**config.mk**
```make
export PLATFORM = sky130hd
export DESIGN_NAME = alu_seq_param
export DESIGN_NICKNAME = d
export VERILOG_FILES = /design/src/rtl/alu_seq_param.sv
export SDC_FILE = /design/constraint.sdc
export NUM_CORES = 1
export LEC_CHECK = 0
export CORE_ASPECT_RATIO = 2
export CORE_MARGIN = 2
export CORE_UTILIZATION = 30
export CTS_CLUSTER_SIZE = 28
export DETAILED_ROUTE_END_ITERATION = 7
export GPL_TIMING_DRIVEN = 1
export PLACE_DENSITY = 0.53
export SLEW_MARGIN = 20
export SYNTH_ARGS = -nofsm -noshare
export SYNTH_HDL_FRONTEND = slang
export SYNTH_SLANG_ARGS = --single-unit
```
**constraint.sdc**
```tcl
create_clock -name clk -period 3.3 [get_ports clk]
set_input_delay 0.66 -clock clk [delete_from_list [all_inputs] [get_ports clk]]
set_output_delay 0.66 -clock clk [all_outputs]
set_load 0.02 [all_outputs]
```
**src/rtl/alu_seq_param.sv**
```systemverilog
`default_nettype none
// ============================================================================
//  Module   : alu_seq_param
//  Purpose  : W-bit handshaked sequential ALU (add/sub/inc/dec/cmp, bounded
//             up/down count, shift-add multiply) with registered results.
//  Revision : 1.0 - initial release
// ============================================================================
module alu_seq_param #(
    parameter int W = 4
) (
    input  logic             clk,
    input  logic             rst,
    input  logic [W-1:0]     in1,
    input  logic [W-1:0]     in2,
    input  logic [2:0]       s,
    input  logic             ld,
    output logic             busy,
    output logic             done,
    output logic [2*W-1:0]   out,
    output logic             cout,
    output logic             zero
);

    localparam int CW = $clog2(W);

    localparam logic [2:0] OP_ADD  = 3'b000;
    localparam logic [2:0] OP_SUB  = 3'b001;
    localparam logic [2:0] OP_INC  = 3'b010;
    localparam logic [2:0] OP_DEC  = 3'b011;
    localparam logic [2:0] OP_UCNT = 3'b101;
    localparam logic [2:0] OP_DCNT = 3'b110;
    localparam logic [2:0] OP_MUL  = 3'b111;

    localparam logic [W-1:0]  ONE_W     = W'(1);
    localparam logic [CW-1:0] ITER_ONE  = CW'(1);
    localparam logic [CW-1:0] ITER_LAST = CW'(W - 1);

    typedef enum logic [1:0] {
        IDLE = 2'd0,
        EXEC = 2'd1,
        CNT  = 2'd2,
        MUL  = 2'd3
    } state_t;

    state_t          state, state_n;
    logic [W-1:0]    a, a_n;
    logic [W-1:0]    b, b_n;
    logic [2:0]      op, op_n;
    logic [2*W-1:0]  out_n;
    logic            cout_n;
    logic            zero_n;
    logic            done_n;
    logic [2*W-1:0]  acc, acc_n;
    logic [2*W-1:0]  mcand, mcand_n;
    logic [W-1:0]    mplier, mplier_n;
    logic [CW-1:0]   iter, iter_n;
    logic            first, first_n;

    logic [W:0]      add_sum;
    logic [W-1:0]    sub_dif;
    logic [W-1:0]    cnt_cur;
    logic [W-1:0]    cnt_nxt;
    logic            cnt_wrap;
    logic            reached;
    logic [2*W-1:0]  mul_sum;

    assign busy = (state != IDLE);

    always_ff @(posedge clk or negedge rst) begin
        if (!rst) begin
            state  <= IDLE;
            a      <= '0;
            b      <= '0;
            op     <= '0;
            out    <= '0;
            cout   <= 1'b0;
            zero   <= 1'b0;
            done   <= 1'b0;
            acc    <= '0;
            mcand  <= '0;
            mplier <= '0;
            iter   <= '0;
            first  <= 1'b0;
        end else begin
            state  <= state_n;
            a      <= a_n;
            b      <= b_n;
            op     <= op_n;
            out    <= out_n;
            cout   <= cout_n;
            zero   <= zero_n;
            done   <= done_n;
            acc    <= acc_n;
            mcand  <= mcand_n;
            mplier <= mplier_n;
            iter   <= iter_n;
            first  <= first_n;
        end
    end

    always_comb begin
        state_n  = state;
        a_n      = a;
        b_n      = b;
        op_n     = op;
        out_n    = out;
        cout_n   = cout;
        zero_n   = zero;
        done_n   = 1'b0;
        acc_n    = acc;
        mcand_n  = mcand;
        mplier_n = mplier;
        iter_n   = iter;
        first_n  = first;
        reached  = 1'b0;

        add_sum  = {1'b0, a} + {1'b0, b};
        sub_dif  = a - b;
        cnt_cur  = out[W-1:0];
        cnt_nxt  = (op == OP_UCNT) ? (cnt_cur + ONE_W) : (cnt_cur - ONE_W);
        cnt_wrap = (op == OP_UCNT) ? (&cnt_cur) : (~|cnt_cur);
        mul_sum  = acc + (mplier[0] ? mcand : '0);

        case (state)
            IDLE: begin
                if (ld) begin
                    a_n      = in1;
                    b_n      = in2;
                    op_n     = s;
                    acc_n    = '0;
                    mcand_n  = {{W{1'b0}}, in1};
                    mplier_n = in2;
                    iter_n   = '0;
                    first_n  = 1'b1;
                    case (s)
                        OP_UCNT, OP_DCNT: state_n = CNT;
                        OP_MUL:           state_n = MUL;
                        default:          state_n = EXEC;
                    endcase
                end
            end

            EXEC: begin
                out_n  = '0;
                cout_n = 1'b0;
                case (op)
                    // Carry lands both in cout and in out[W].
                    OP_ADD: begin
                        out_n[W:0] = add_sum;
                        cout_n     = add_sum[W];
                    end
                    OP_SUB: begin
                        out_n[W-1:0] = sub_dif;
                        cout_n       = (a < b);
                    end
                    OP_INC: begin
                        out_n[W-1:0] = a + ONE_W;
                        cout_n       = &a;
                    end
                    OP_DEC: begin
                        out_n[W-1:0] = a - ONE_W;
                        cout_n       = ~|a;
                    end
                    default: begin
                        out_n[2:0] = {(a < b), (a == b), (a > b)};
                    end
                endcase
                done_n  = 1'b1;
                state_n = IDLE;
            end

            CNT: begin
                // First cycle loads the start value; wrap flag is sticky afterwards.
                if (first) begin
                    out_n   = {{W{1'b0}}, a};
                    cout_n  = 1'b0;
                    first_n = 1'b0;
                    reached = (a == b);
                end else begin
                    out_n   = {{W{1'b0}}, cnt_nxt};
                    cout_n  = cout | cnt_wrap;
                    reached = (cnt_nxt == b);
                end
                if (reached) begin
                    done_n  = 1'b1;
                    state_n = IDLE;
                end
            end

            MUL: begin
                acc_n    = mul_sum;
                mcand_n  = mcand << 1;
                mplier_n = mplier >> 1;
                iter_n   = iter + ITER_ONE;
                if (iter == ITER_LAST) begin
                    out_n   = mul_sum;
                    cout_n  = |mul_sum[2*W-1:W];
                    done_n  = 1'b1;
                    state_n = IDLE;
                end
            end

            default: state_n = IDLE;
        endcase

        if (done_n) begin
            zero_n = ~|out_n;
        end
    end

endmodule
`default_nettype wire

```
==> results.ini, run 1 <==
[die]
row_count = 53
initial_core_util_pct = 30.7
core_um2 = 10400
die_h_um = 150
fp.dieW_um = 77.0
dieArea_um2 = 11500
ios = 26

[placed_design]
placed_cell_area_um2 = 3590
hpwl_mm = 7.04
portBuffers = 25
routabilityCongestion = 0.835
placedCellCount = 505

[power]
power_mw = 3.80
power.density_nw_per_um2 = 1010
switchingPower_mw = 1.74
p_int_mw = 2.07
peakVddDrop_mv = 0.308
clock_power_share_pct = 15.8
p_leak_nw = 1.70
seq_power_share_pct = 28.7
comb_power_share_pct = 55.5
switching_share_pct = 45.7

[synthesis]
synth_largest_area_cell = dfrtp_1
synth_ff_type = dfrtp_1
syn_area_per_cell_um2 = 9.05
synth_cells = 353
synth.most_common_cell = nand2_1
seq_area_frac_synth_pct = 36.8
netlist_area_um2 = 3190
synthTopCellsByArea = dfrtp_1 37%, ha_1 8.2%, nand2_1 7.6%
ys_types = 62
ys_ff_latch = 47
synth_fp_nets = 392
yosysWarnings = 0
synth_top_area_share_pct = 36.8
async_flop_share_pct = 100
synth_edf_count = 0
ys_top_cells_by_count = 65 x nand2_1, 47 x dfrtp_1, 29 x o21ai_0

[timing]
tns_ns = 0
worstMarginPinSlew_ns = 0.741
fmax_ghz = 0.362
slew_viol_final = 0
fin_skew_ns = 0.00664
period_share_pct = 83.7
setup_viol = 0
slew_headroom_pct = 50.0
finalCriticalPeriod_ns = 2.76
grt_setup_unrepaired = false
hold_viol = 0

[critical_path]
r2r_end = zero
crit_fanout = 7
rr_startpoint = a[0]
reg2reg_slack_ns = 0.54
arrival_ns = 2.95
timing_worst_setup_path_type = flip-flop to flip-flop
crit_family = compound AO/OA/AOI/OAI gates
cp_slowest_stage_delay_ns = 0.45
critPathCaptureType = flip-flop
cp_cell_sequence = inv_1 > ha_1 > inv_1 > fa_1 > mux2_2 > mux2i_1 > o211ai_1 > a2111oi_0 > o2111ai_1 > o41ai_2
crit_top_cell = inv_1
critPathSlowestCell = dfrtp_1
critPathRequiredTime_ns = 3.49
critPathBufInv = 2
reg2reg_depth = 10
worstSetupStartpointType = flip-flop

[routing]
firstDrtPassIters = 4
ant_nets = 0
drc = 0
routed_wl_mm = 8.82
num_vias = 2669
wl_per_cell_um = 17.2
drt-initial-drc-count = 150
vias_per_cell = 5.20

[hold_path]
hold_path.class = input pin to async pin

[grt]
grt_usage_pct = 16.1
grt_pass1_vias = 2726
grt_max_degree = 48
antenna_found_initial = 0
grt-ovfl-total = 0
grt_pass1_wl_mm = 14.0

[run_status]
status = complete, no violations

[clock_network]
ctsResizeCount = 0
clockBufferDepth = 2
cts_tree = yes
cts_hold_buf = 0
postCtsSetupBuffers = 0
root_buffer = clkbuf_16
cts_made_buffers = 5
clk_latency_ns = 0.29
htree_levels = 2
clk_transition_reported_paths_ns = 0.07
cts.sinks = 47

[cells_and_area]
final_util_pct = 36.2
syn2layout_area_growth_pct = 17.9
antenna_cells = 0
fill_cells = 1097
num-nets-final = 414
stdcell_count = 513
drive_above_1_share_pct = 5.85
final_cell_area_um2 = 3770

[run]
maxCapViolations = 0

metrics by stage:
stage	hold slack (ns)	worst slack, ns
detailed placement	0.468	0.529
CTS	0.482	0.523
global placement	0.452	0.592
finish	0.364	0.538
floorplan	0.364	0.789
global route	0.406	0.229
routing by layer:
layer | part of all wire [%] | track usage, % | wire length [µm] | up-vias
met2 | 54 | 29.5 | 4770 | 85
met1 | 36 | 16.4 | 3160 | 1267
met5 | 0 | 0 | 0 | -
met4 | 7.0 | 12.4 | 614 | 0
met3 | 3.1 | 1.87 | 274 | 34
li1 | - | - | - | 1283
registers in the layout, indices dropped and copies added, names as in the netlist:
register / count
acc: 8
mcand: 8
out: 8
a: 4
b: 4
mplier: 4
op: 3
iter: 2
state: 2
cout: 1
done: 1
first: 1
zero: 1
power by group through the flow:
stage,Combinational [mW],Clock [mW],Sequential (mW)
2_1_floorplan,1.50,0,1.02
3_5_place_dp,2.11,0,1.11
3_3_place_gp,2.07,0,1.10
4_1_cts,2.12,0.625,1.10
5_1_grt,2.33,0.642,1.13
6_report,2.11,0.602,1.09
kinds of logic after synthesis:
group                      count (synthesis)  synth area share [%]
AOI/OAI and AO/OA                         93                  20.5
xor gates and xnor gates                  20                  5.91
adders and majority gates                 25                  10.7
buffers and inverters                     37                  4.78
DFF                                       47                  36.8
muxes                                      5                  1.61
and+or+nand+nor                          126                  19.6
how the worst max path moves through the flow:
stage | from | endpoint | slack (ns) | cells past startpoint
2_1_floorplan | mplier[0] | zero | 0.79 | 9
3_3_place_gp | a[0] | zero | 0.59 | 10
3_5_place_dp | a[0] | zero | 0.53 | 10
4_1_cts | a[0] | zero | 0.52 | 10
5_1_grt | a[0] | zero | 0.23 | 10
6_report | a[0] | zero | 0.54 | 10
layout by cell type (no fill, tap or decap), types with 3 or more instances in the layout:
master,Yosys,routed
o21bai_1,3,3
nand3_1,10,10
a211oi_1,3,3
o21ai_0,29,29
inv_1,19,19
o211ai_1,4,4
a21o_1,3,3
a22oi_1,7,7
ha_1,21,21
nor2b_1,4,4
o21a_1,5,5
nor2_1,8,8
and2_1,10,10
fa_1,4,4
mux2i_1,4,4
a21oi_1,9,9
nor3b_1,3,3
nand2b_1,8,8
xnor2_1,12,12
buf_4,0,8
clkdlybuf4s50_1,0,24
a22o_1,4,4
nand2_1,65,65
clkbuf_16,0,5
xor2_1,7,7
o22ai_1,3,3
dfrtp_1,47,47
final cells by class:
class	count	area, µm²	area share [%]
Tap cell	137	171	4.55
Clock inverter	2	38.8	1.03
Timing Repair Buffer	32	300	7.97
Inverter	20	75.1	1.99
Clock buffer	6	139	3.69
Multi-Input combinational cell	269	1870	49.5
Sequential cell	47	1180	31.2
Note: power is estimated with default switching activity, not from simulation.
==> inputs of run 2 (changes only) <==
- PLACE_DENSITY: 0.53 -> 0.54
- clock period: 3.3 -> 2.2 ns (I/O delays scaled with it)
==> results.ini, run 2 (synthesis gave the netlist of run 1 again) <==
[grt]
grt_usage_pct = 16.9  ; +0.86 points
antenna_found_initial = 0  ; unchanged
grt_pass1_vias = 3108  ; +14%
grt_pass1_wl_mm = 15.0  ; +7.1%
grt_max_degree = 48  ; unchanged
grt-ovfl-total = 0  ; unchanged

[die]
dieArea_um2 = 11500  ; unchanged
die_h_um = 150  ; unchanged
ios = 26  ; unchanged
initial_core_util_pct = 30.7  ; unchanged
core_um2 = 10400  ; unchanged
row_count = 53  ; unchanged
fp.dieW_um = 77.0  ; unchanged

[timing]
period_share_pct = 113  ; +29 points
tns_ns = -0.901  ; -0.901 ns
grt_setup_unrepaired = true
fin_skew_ns = 0.00827  ; +0.00163 ns
finalCriticalPeriod_ns = 2.49  ; -0.275 ns
fmax_ghz = 0.402  ; +11%
slew_headroom_pct = 46.4  ; -3.6 points
worstMarginPinSlew_ns = 0.796  ; +0.0557 ns
slew_viol_final = 0  ; unchanged
hold_viol = 0  ; unchanged
fin_ws_ns = -0.287  ; -0.825 ns
setup_viol = 6  ; +6

[power]
p_leak_nw = 2.07  ; +22%
peakVddDrop_mv = 0.459  ; +49%
power_mw = 6.89  ; +81%
power.density_nw_per_um2 = 1540  ; +53%

[clock_network]
clockBufferDepth = 2  ; unchanged
htree_levels = 2  ; unchanged
cts.sinks = 47  ; unchanged
cts_hold_buf = 0  ; unchanged
cts_made_buffers = 5  ; unchanged
clk_transition_reported_paths_ns = 0.07  ; about the same
root_buffer = clkbuf_16
cts_tree = yes
clk_latency_ns = 0.29  ; about the same

[critical_path]
critPathRequiredTime_ns = 2.40  ; -1.09 ns
timing_worst_setup_path_type = flip-flop to flip-flop
crit_fanout = 5  ; -2
critPathCaptureType = flip-flop
worstSetupStartpointType = flip-flop
arrival_ns = 2.69  ; -0.26 ns
reg2reg_depth = 9  ; -1

[routing]
met2_length_mm = 5.35  ; +12%
drc = 0  ; unchanged
vias_per_cell = 4.99  ; -4.2%
wl_met1_mm = 3.43  ; +8.5%
routed_wl_mm = 9.59  ; +8.7%
wl_met3_um = 211  ; -23%
wl_per_cell_um = 16.4  ; -4.9%
num_vias = 2922  ; +9.5%
firstDrtPassIters = 4  ; unchanged
highest_layer = met4
ant_nets = 0  ; unchanged
drt-initial-drc-count = 131  ; -13%

[run_status]
violations = negative setup slack
status = complete, but fails checks

[cells_and_area]
final_common_cell = buf_4
drive_above_1_share_pct = 27.6  ; +22 points
num-nets-final = 487  ; +18%
antenna_cells = 0  ; unchanged
syn2layout_area_growth_pct = 40.0
reg.largest.list = acc x8, mcand x8, out x8
layout.cells.most_common_list = 78 x buf_4, 64 x nand2_1, 46 x dfrtp_1, 26 x o21ai_0, 24 x clkdlybuf4s50_1

[placed_design]
hpwl_mm = 7.49  ; +6.4%
routabilityCongestion = 0.873  ; +4.6%
place_ws_ns = -0.440  ; -0.969 ns
portBuffers = 25  ; unchanged

[run]
maxCapViolations = 0  ; unchanged

[hold_path]
hold_path.class = input pin to async pin

## run 2: changes by cell type in the layout (fill, tap and decap cells not counted), sizes merged
cell / delta
bufinv: -1
clkinvlp: +1
clkinv: +1
inv: -1
buf: +73
## run 2: power by group
group          total (mW)  switching [mW]  internal, mW
Sequential           1.50           0.315          1.19
Clock               0.763           0.342         0.420
Combinational        4.62            2.34          2.28
Total                6.89            3.00          3.88
## run 2: path summary, 6_finish.rpt
check | startpoint | end | slack, ns
worst max-delay path | mplier[0] | zero | -0.29
worst min-delay path | rst | acc[7] | 0.23
worst max register to register | mplier[0] | zero | -0.29
worst min register to register | mplier[1] | mplier[1] | 0.47
max in group asynchronous | rst | a[1] | 1.52
min in group clk | mplier[1] | mplier[1] | 0.47
## run 2: layout make-up
cell class                      count  area, µm²
Clock buffer                        6        129
Clock inverter                      2       12.5
Fill cell                        1058       5940
Inverter                           20       77.6
Multi-Input combinational cell    269       2040
Sequential cell                    47       1180
Tap cell                          137        171
Timing Repair Buffer              105        862
## run 2: stage by stage
stage	std cells	instance area, µm²	util (%)	hold slack [ns]
finish	586	4470	43.0	0.235
global route	586	4470	43.0	0.297
CTS	584	4390	42.1	0.256
detailed placement	573	4120	39.5	0.462
global placement	573	4120	39.5	0.454
floorplan	353	3200	-	0.144
## run 2: timing repair
action,4_1_cts,5_1_grt
endpoints found under the hold margin,0,0
pin swaps,14,8
gates resized for setup,24,14
setup endpoints to repair,12,14
buffers inserted,3,4
## run 2: worst max-delay path: stages (launching register included)
cell      delay [ns]
dfrtp_1         0.42
and2_4          0.16
ha_4            0.16
fa_2            0.36
a211o_1         0.31
a21oi_2         0.19
o21bai_2        0.11
xor2_2          0.21
o21a_1          0.20
o41ai_2         0.26
## run 2: per-layer routing
layer,vias up,global-route usage [%]
met5,-,0
met4,0,12.6
met3,32,1.75
met2,65,33.0
met1,1387,15.8
li1,1438,-
